File: src/rtl/hs32_lsu.sv
// Load/store unit: queues byte/half/word requests and runs them one at a time on a strobe/ack bus.
// Latency: queue entry to rsp_valid is 3 cycles minimum (IDLE, STB, RSP); misaligned requests fault in 2.
// Backpressure: rdy drops when the queue is full; stlm holds the strobe, ackm completes the access.
module hs32_lsu #(
  parameter int AW    = 32,
  parameter int DW    = 32,
  parameter int DEPTH = 4,
  parameter int TW    = 4
) (
  input  logic            clk,
  input  logic            reset,
  input  logic            req,
  output logic            rdy,
  input  logic            req_rw,
  input  logic [AW-1:0]   req_addr,
  input  logic [DW-1:0]   req_data,
  input  logic [1:0]      req_size,
  input  logic            req_sext,
  input  logic [TW-1:0]   req_tag,
  input  logic            flush,
  output logic            rsp_valid,
  output logic [DW-1:0]   rsp_data,
  output logic [TW-1:0]   rsp_tag,
  output logic            rsp_fault,
  output logic [AW-1:0]   addr,
  output logic [DW-1:0]   dtwm,
  input  logic [DW-1:0]   dtrm,
  output logic [DW/8-1:0] sel,
  output logic            stbm,
  input  logic            stlm,
  input  logic            ackm,
  output logic            rw_mem
);

  localparam int NB = DW / 8;
  localparam int OW = $clog2(NB);
  localparam int PW = $clog2(DEPTH);
  localparam int CW = $clog2(DEPTH + 1);
  localparam int EW = 1 + AW + DW + 2 + 1 + TW;

  typedef enum logic [1:0] {S_IDLE, S_STB, S_ACK, S_RSP} state_t;

  state_t state, state_nxt;

  // request queue
  logic [EW-1:0] qmem [DEPTH];
  logic [PW-1:0] wr_ptr, rd_ptr;
  logic [CW-1:0] count;
  logic          enq, pop;

  // queue head fields
  logic          h_rw;
  logic [AW-1:0] h_addr;
  logic [DW-1:0] h_data;
  logic [1:0]    h_size;
  logic          h_sext;
  logic [TW-1:0] h_tag;
  logic [OW-1:0] h_off;
  logic          h_mis;
  logic [NB-1:0] h_mask;

  // in-flight access context
  logic [TW-1:0] cur_tag;
  logic [1:0]    cur_size;
  logic          cur_sext;
  logic [OW-1:0] cur_off;
  logic          cur_fault;
  logic          cur_rw;
  logic          kill;
  logic [DW-1:0] rdata;
  logic [DW-1:0] shifted;
  logic [DW-1:0] ld;

  assign rdy = count < CW'(DEPTH);
  // flush takes priority over a same-cycle enqueue and blocks issue from the queue
  assign enq = req && rdy && !flush;
  assign pop = (state == S_IDLE) && (count != '0) && !flush;

  assign {h_rw, h_addr, h_data, h_size, h_sext, h_tag} = qmem[rd_ptr];
  assign h_off = h_addr[OW-1:0];

  // misalignment and byte-lane mask of the queue head
  always_comb begin
    h_mis  = 1'b0;
    h_mask = '0;
    if (h_size == 2'd1 && h_addr[0]) h_mis = 1'b1;
    if (h_size[1] && h_addr[1:0] != 2'b00) h_mis = 1'b1;
    h_mask[0] = 1'b1;
    if (h_size != 2'd0) h_mask[1] = 1'b1;
    if (h_size[1]) h_mask = '1;
  end

  // queue pointers and occupancy; flush empties the queue in one edge
  always_ff @(posedge clk or posedge reset) begin
    if (reset) begin
      wr_ptr <= '0;
      rd_ptr <= '0;
      count  <= '0;
    end else if (flush) begin
      wr_ptr <= '0;
      rd_ptr <= '0;
      count  <= '0;
    end else begin
      if (enq) wr_ptr <= wr_ptr + PW'(1);
      if (pop) rd_ptr <= rd_ptr + PW'(1);
      count <= count + CW'(enq) - CW'(pop);
    end
  end

  // queue storage; contents are only meaningful below count, so no reset
  always_ff @(posedge clk) begin
    if (enq) qmem[wr_ptr] <= {req_rw, req_addr, req_data, req_size, req_sext, req_tag};
  end

  // state register
  always_ff @(posedge clk or posedge reset) begin
    if (reset) state <= S_IDLE;
    else       state <= state_nxt;
  end

  // next-state logic
  always_comb begin
    state_nxt = state;
    case (state)
      S_IDLE: if (pop) state_nxt = h_mis ? S_RSP : S_STB;
      S_STB:  if (!stlm) state_nxt = ackm ? S_RSP : S_ACK;
      S_ACK:  if (ackm) state_nxt = S_RSP;
      S_RSP:  state_nxt = S_IDLE;
      default: state_nxt = S_IDLE;
    endcase
  end

  // bus outputs and access context, loaded only on issue so they hold still under the strobe
  always_ff @(posedge clk or posedge reset) begin
    if (reset) begin
      addr      <= '0;
      dtwm      <= '0;
      sel       <= '0;
      rw_mem    <= 1'b0;
      cur_tag   <= '0;
      cur_size  <= '0;
      cur_sext  <= 1'b0;
      cur_off   <= '0;
      cur_fault <= 1'b0;
      cur_rw    <= 1'b0;
      kill      <= 1'b0;
      rdata     <= '0;
    end else begin
      if (pop) begin
        cur_tag   <= h_tag;
        cur_size  <= h_size;
        cur_sext  <= h_sext;
        cur_off   <= h_off;
        cur_fault <= h_mis;
        cur_rw    <= h_rw;
        kill      <= 1'b0;
        if (!h_mis) begin
          addr   <= {h_addr[AW-1:OW], {OW{1'b0}}};
          dtwm   <= h_data << {h_off, 3'b000};
          sel    <= h_mask << h_off;
          rw_mem <= h_rw;
        end
      end
      if (((state == S_STB && !stlm) || state == S_ACK) && ackm) rdata <= dtrm;
      // a flushed access still finishes on the bus but must not answer upstream
      if (flush && (state == S_STB || state == S_ACK)) kill <= 1'b1;
    end
  end

  // align the captured read data to bit 0 and extend to the full width
  always_comb begin
    shifted = rdata >> {cur_off, 3'b000};
    ld      = shifted;
    if (cur_size == 2'd0) begin
      for (int i = 8; i < DW; i++) ld[i] = cur_sext & shifted[7];
    end else if (cur_size == 2'd1) begin
      for (int i = 16; i < DW; i++) ld[i] = cur_sext & shifted[15];
    end
  end

  // state-decoded outputs; response fields read zero outside a delivered response
  always_comb begin
    stbm      = (state == S_STB);
    rsp_valid = (state == S_RSP) && !kill;
    rsp_tag   = rsp_valid ? cur_tag : '0;
    rsp_fault = rsp_valid & cur_fault;
    rsp_data  = (rsp_valid && !cur_rw && !cur_fault) ? ld : '0;
  end

endmodule

File: config.mk
export PLATFORM = sky130hd
export DESIGN_NAME = hs32_lsu
export DESIGN_NICKNAME = d
export VERILOG_FILES = /design/src/rtl/hs32_lsu.sv
export SDC_FILE = /design/constraint.sdc
export NUM_CORES = 1
export LEC_CHECK = 0
export BUFFER_PORTS_ARGS = -buffer_cell sky130_fd_sc_hd__buf_2
export CORE_MARGIN = 2
export CORE_UTILIZATION = 43
export CTS_CLUSTER_DIAMETER = 60
export DETAILED_ROUTE_END_ITERATION = 8
export REMOVE_ABC_BUFFERS = 1
export SKIP_CTS_REPAIR_TIMING = 1
export SYNTH_ARGS = -nofsm -noshare
export SYNTH_HDL_FRONTEND = slang
export SYNTH_SLANG_ARGS = --single-unit
File: constraint.sdc
create_clock -name clk -period 3.25 [get_ports clk]
set_input_delay 0.325 -clock clk [delete_from_list [all_inputs] [get_ports clk]]
set_output_delay 0.325 -clock clk [all_outputs]
set_load 0.02 [all_outputs]
Yosys cells after proc, flatten, opt, wreduce, memory -nomap -nowiden
Memories as Yosys holds them, arrays and structs flattened.
Index checks and enable logic that the tools add are counted.
Word-level totals
  input bits: 110
  RAM bits: 288
  output and inout bits: 109
  register bits: 120
  logic and storage cells: 90
  memories kept: 1
Cells by class
  order comparisons: 1
  equal/unequal tests: 8
  bitwise operators: 4
  shift-type cells: 3
  mux-type cells: 24
  add/sub/neg operators: 4
  reductions and logical operators: 29
Memory list
  qmem: depth 4, bits a word 72, read ports 1, clocked after memory_dff 0, wr ports 1, line 46  | logic [EW-1:0] qmem [DEPTH];
Operators with widths (count)
  2-to-1 mux 16 bit: 2
  2-to-1 mux 32 bit: 1
  << shifter 32 x 5 -> 32 bit: 1
  right shift 32 x 5 -> 32 bit: 1
  2-to-1 mux 2 bit: 8
  logical AND 1 bit: 12
  nonzero test 2 bit: 5
  2-to-1 mux 1 bit: 8
  2-to-1 mux 4 bit: 2
  2-to-1 mux 8 bit: 1
  case mux 2 bit (4 select lines): 1
  == test 2 x 1 -> 1 bit (second input constant): 3
  inequality test 2 bit (second input constant): 3
  zero test 1 bit: 5
  adder 2 x 1 -> 2 bit (second input constant): 2
  == test 2 bit (second input constant): 2
  zero test 2 bit: 2
  << shifter 4 x 2 -> 4 bit: 1
  adder 3 x 1 -> 3 bit: 1
  bitwise AND 1 bit: 3
  less-than comparator 3 bit (second input constant): 1
  2-to-1 mux 3 bit: 1
  AND reduction 3 bit: 1
  nonzero test 3 bit: 1
  4 further kinds: 5

Longest topological paths before layout
An unclocked memory read counts as a cell.
  word-level depth: 8
  gate-level depth with buffers: 12
  gate-level depth less buffers: 11

Worst setup path after synthesis
OpenSTA, ideal clock, no wires.
  kind: reg2reg
  start: reg count[2]
  end: mem qmem[0][0] (netlist bit), enable pin
  setup time: 438 ps
  cell stages (with the launch flop): 4
  required time: 2812 ps
  clock period less this slack: 3024 ps
  arrival: 2586 ps
  path slack: 226 ps
  path buffers: 0
  cells stage by stage: dfrtp_1 -> nor2b_1 -> nor2b_1 -> and2_1
On the way
  longest elaborated chain between the ends: 5
RTL lines
  start: declaration: line 48  | logic [CW-1:0] count;
  start signal: assignment: line 106  | count <= count + CW'(enq) - CW'(pop);
  less-than comparator 3 bit: line 74  | assign rdy = count < CW'(DEPTH);
  logical AND 1 bit (2 in series): line 76  | assign enq = req && rdy && !flush;
  2-to-1 mux 1 bit: line 112  | if (enq) qmem[wr_ptr] <= {req_rw, req_addr, req_data, req_size, req_sext, req_tag};
  2-to-1 mux 1 bit (not written as such): line 112
  end: declaration: line 46
No other way between the ends.

Final worst setup path
  start: reg cur_off[1]
  end: out rsp_data[30]
On the way
  longest elaborated chain between the ends: 5
  elaborated cells between the ends (all ways): 6
  those cells by class: shift: 1; mux: 3; bitwise: 2
RTL lines
  start: declaration: line 66  | logic [OW-1:0] cur_off;
  start signal: assignment: line 153  | cur_off <= h_off;
  right shift 32 x 5 -> 32 bit (*): line 172  | shifted = rdata >> {cur_off, 3'b000};
  bitwise AND 1 bit: line 177  | for (int i = 16; i < DW; i++) ld[i] = cur_sext & shifted[15];
  2-to-1 mux 16 bit: line 176  | end else if (cur_size == 2'd1) begin
  2-to-1 mux 16 bit (*): line 174  | if (cur_size == 2'd0) begin
  2-to-1 mux 32 bit (*): line 187  | rsp_data = (rsp_valid && !cur_rw && !cur_fault) ? ld : '0;
  end: declaration: line 22  | output logic [DW-1:0] rsp_data,
Mark *: on every way between the ends. The rest lies on a longest branch, timed or not.

==> metrics.cfg <==
[status]
status=finished, final reports clean

[routing]
num_vias=9179
drt_iter0_drc=456
drc=0
viasPerCell=5.083
ant_nets=0
wirelength_mm=36.01
drt_pass1_iterations=5
wire_per_inst_um=19.94

[global_route]
grt_util_met2_pct=29.54
grt_pass1_wl_mm=53.96
use_met3_pct=5.367
top_usage_layer=met2
use_met1_pct=23.90
grt_usage_pct=18.22
antenna_found_initial=2
grt_max_degree=61
grt_pass1_vias=9159
grt_overflow_total=0

[power_and_ir_drop]
vdd_ir_drop_max_uv=559.6
power.leakage_nw=7.966
powerDensity_nw_per_um2=806.6

[yosys]
synthCells=924
yosysUniqueCellTypes=45
mappedNetlistArea_um2=16360
yosys-top-cells-area=edfxtp_1 (53%), dfrtp_1 (18%), mux4_2 (9.9%)
ys_seq_area_share_pct=71.22
ys.flop_type=edfxtp_1
synth_top_area_share_pct=52.86
synth-edff-count=288
post_synth.cell_area_avg_um2=17.71
synth_warnings=0
synthArstFlopShare_pct=29.41
synth_seq_cells=408
synth_top_area_cell=edfxtp_1

[critical_path]
cp_slowest_cell=dfrtp_1
end_kind=primary output
r2r_end=addr[22]
r2r_slack_ps=490
critPathRequiredTime_ps=2920
path_class=reg2out
crit-reg2reg-launch=rd_ptr[0]
reg2regPathDepth=5
slowest_delay_ps=540
crit_buf_inv=2
cpLargestDelayFamily=compound AO/OA/AOI/OAI gates
critPathMaxFanout=16
path_cells=nor2b_2 -> a2bb2oi_1 -> mux2i_1 -> a21oi_1 -> buf_4 -> a211oi_1 -> buf_2
cp_data_arrival_time_ps=2710
cp-start-kind=register

[timing]
slew_headroom_pct=31.43
clock_skew_ps=26.14
setup_violations=0
period_needed_ps=3039
finalMaxSlewViolations=0
finalCritPeriodShare_pct=93.49
fmax_mhz=329.1
setup_slack_ps=211.5
tightest_slew_ps=1026
rsz0062_at_grt=no
setup_tns_ps=0
hold_violations=0

[finish]
fillers=3053
drive_gt1_share_pct=33.77
fin_area_um2=20660
regArea_um2=11660
nets=1379
multi_input_area_um2=4417
area_growth_pct=26.28

[clock_tree]
h-tree-depth=2
clk_path_buf_depth=3
cts.sinks=408
cts-root-buf=clkbuf_16
cts_tree=yes
clk_pin_slew_ps=60
clk_latency_ps=570
cts_buffers=45

[floorplanning]
die_h_um=199.1
core-area_um2=37580
die_w_um=199.1
start_util_pct=43.54
row_count=71
fp.dieArea_um2=39620
ioPinCount=219

[worst_hold_path]
min_from=dtrm[4]
hold_class=in2reg
min_to=rdata[4]
hold_depth=2

[placement]
io_buffers=216
place.gp.congestion=0.7648
place_hpwl_mm=22.43
dpl_cell_area_um2=18130
pre_cts_slack_ps=437.9

[flow_run]
cap_violations=0

worst max path at each step:
| stage | startpoint | end | slack [ps] | cells past startpoint |
|---|---|---|---|---|
| after floorplan | rd_ptr[0] | addr[10] | -1970 | 4 |
| after global placement | rd_ptr[0] | dtwm[16] | 510 | 5 |
| after detailed placement | rd_ptr[0] | dtwm[22] | 440 | 5 |
| after CTS | cur_off[1] | rsp_data[30] | -60 | 7 |
| after global routing | cur_off[1] | rsp_data[30] | 30 | 7 |
| final | cur_off[1] | rsp_data[30] | 210 | 7 |
layout by cell type, fill, tap and decap left out, drive strengths merged, types with 4 or more instances in the layout:
cell type / synthesis / routed
buf: 24 / 245
o21a: 8 / 8
ha: 11 / 11
mux4: 72 / 72
bufinv: 0 / 7
nor2: 28 / 28
dlygate4sd3: 0 / 94
nor2b: 23 / 23
nor3: 10 / 10
dfrtp: 120 / 120
clkinv: 0 / 4
inv: 11 / 15
a211oi: 31 / 31
a22o: 8 / 8
edfxtp: 288 / 288
mux2: 72 / 72
clkbuf: 30 / 68
o21ai: 21 / 21
and2: 9 / 9
a21oi: 36 / 36
nand2: 61 / 61
mux2i: 34 / 34
metrics by stage:
step	utilization, %	std cells	total power [W]	hold WS, ps
2_1_floorplan	-	871	0.009961	390.6
3_5_place_dp	48.25	1627	0.01136	377.3
4_1_cts	52.46	1711	0.01677	-229.0
3_3_place_gp	48.25	1627	0.01130	365.6
5_1_grt	54.98	1806	0.01754	-3.079
6_report	54.98	1806	0.01666	7.652
synth_stat cells (2+ instances only):
library cell	instances
edfxtp_1	288
mux2_2	41
inv_1	11
nand2_1	61
o21a_1	8
nor4bb_1	2
buf_4	4
nand3_1	2
mux2_1	31
mux2i_1	34
xnor2_1	3
nor2b_1	23
buf_2	12
and2_1	9
buf_1	3
or3_1	2
buf_6	5
a211oi_1	31
mux4_2	72
dfrtp_1	120
a21o_1	2
a22o_1	8
o21ai_0	19
nor2_1	28
a21oi_1	36
nor3_1	9
ha_1	11
xor2_1	3
clkbuf_1	30
final cells by class:
cell class                      instances  area share, %
Antenna cell                            1        0.01211
Clock buffer                           68          6.317
Clock inverter                         16          1.332
Inverter                               11         0.2241
Multi-Input combinational cell        452          21.38
Sequential cell                       408          56.44
Tap cell                              511          3.095
Timing Repair Buffer                  339          11.20
flip-flops by register name, indices dropped and copies added, names as in the netlist:
register and flops:
cur_off 2, rw_mem 1, qmem 288, sel 4
kill 1, rd_ptr 2, wr_ptr 2, cur_size 2
cur_sext 1, state 2, rdata 32, cur_fault 1
cur_rw 1, count 3, dtwm 32, cur_tag 4
addr 30
power breakdown:
| part | total, W | leakage [nW] | internal (W) | switching, W |
|---|---|---|---|---|
| sequential | 0.00703 | 4.12 | 0.00648 | 0.000555 |
| clock | 0.00536 | 0.765 | 0.00334 | 0.00202 |
| combinational | 0.00427 | 3.08 | 0.00189 | 0.00238 |
logic make-up (layout without fill, tap and decap cells):
group / after synthesis / after routing / synth area share, %
AO/OA/AOI/OAI: 113 / 113 / 4.482
adder cells (fa/ha/maj): 12 / 12 / 0.9637
AND/OR/NAND/NOR: 141 / 141 / 4.138
flip-flops: 408 / 408 / 71.22
multiplexers: 178 / 178 / 16.95
XOR/XNOR: 6 / 6 / 0.3213
other: 1 / 3 / 0.02292
buffers and inverters: 65 / 434 / 1.904
routing by layer:
metal	wire length [um]	vias up
met2	17390	242
li1	-	4250
met4	643	2
met5	16	-
met1	15540	4635
met3	2412	50
No activity file was read; power rests on OpenSTA's default activity.
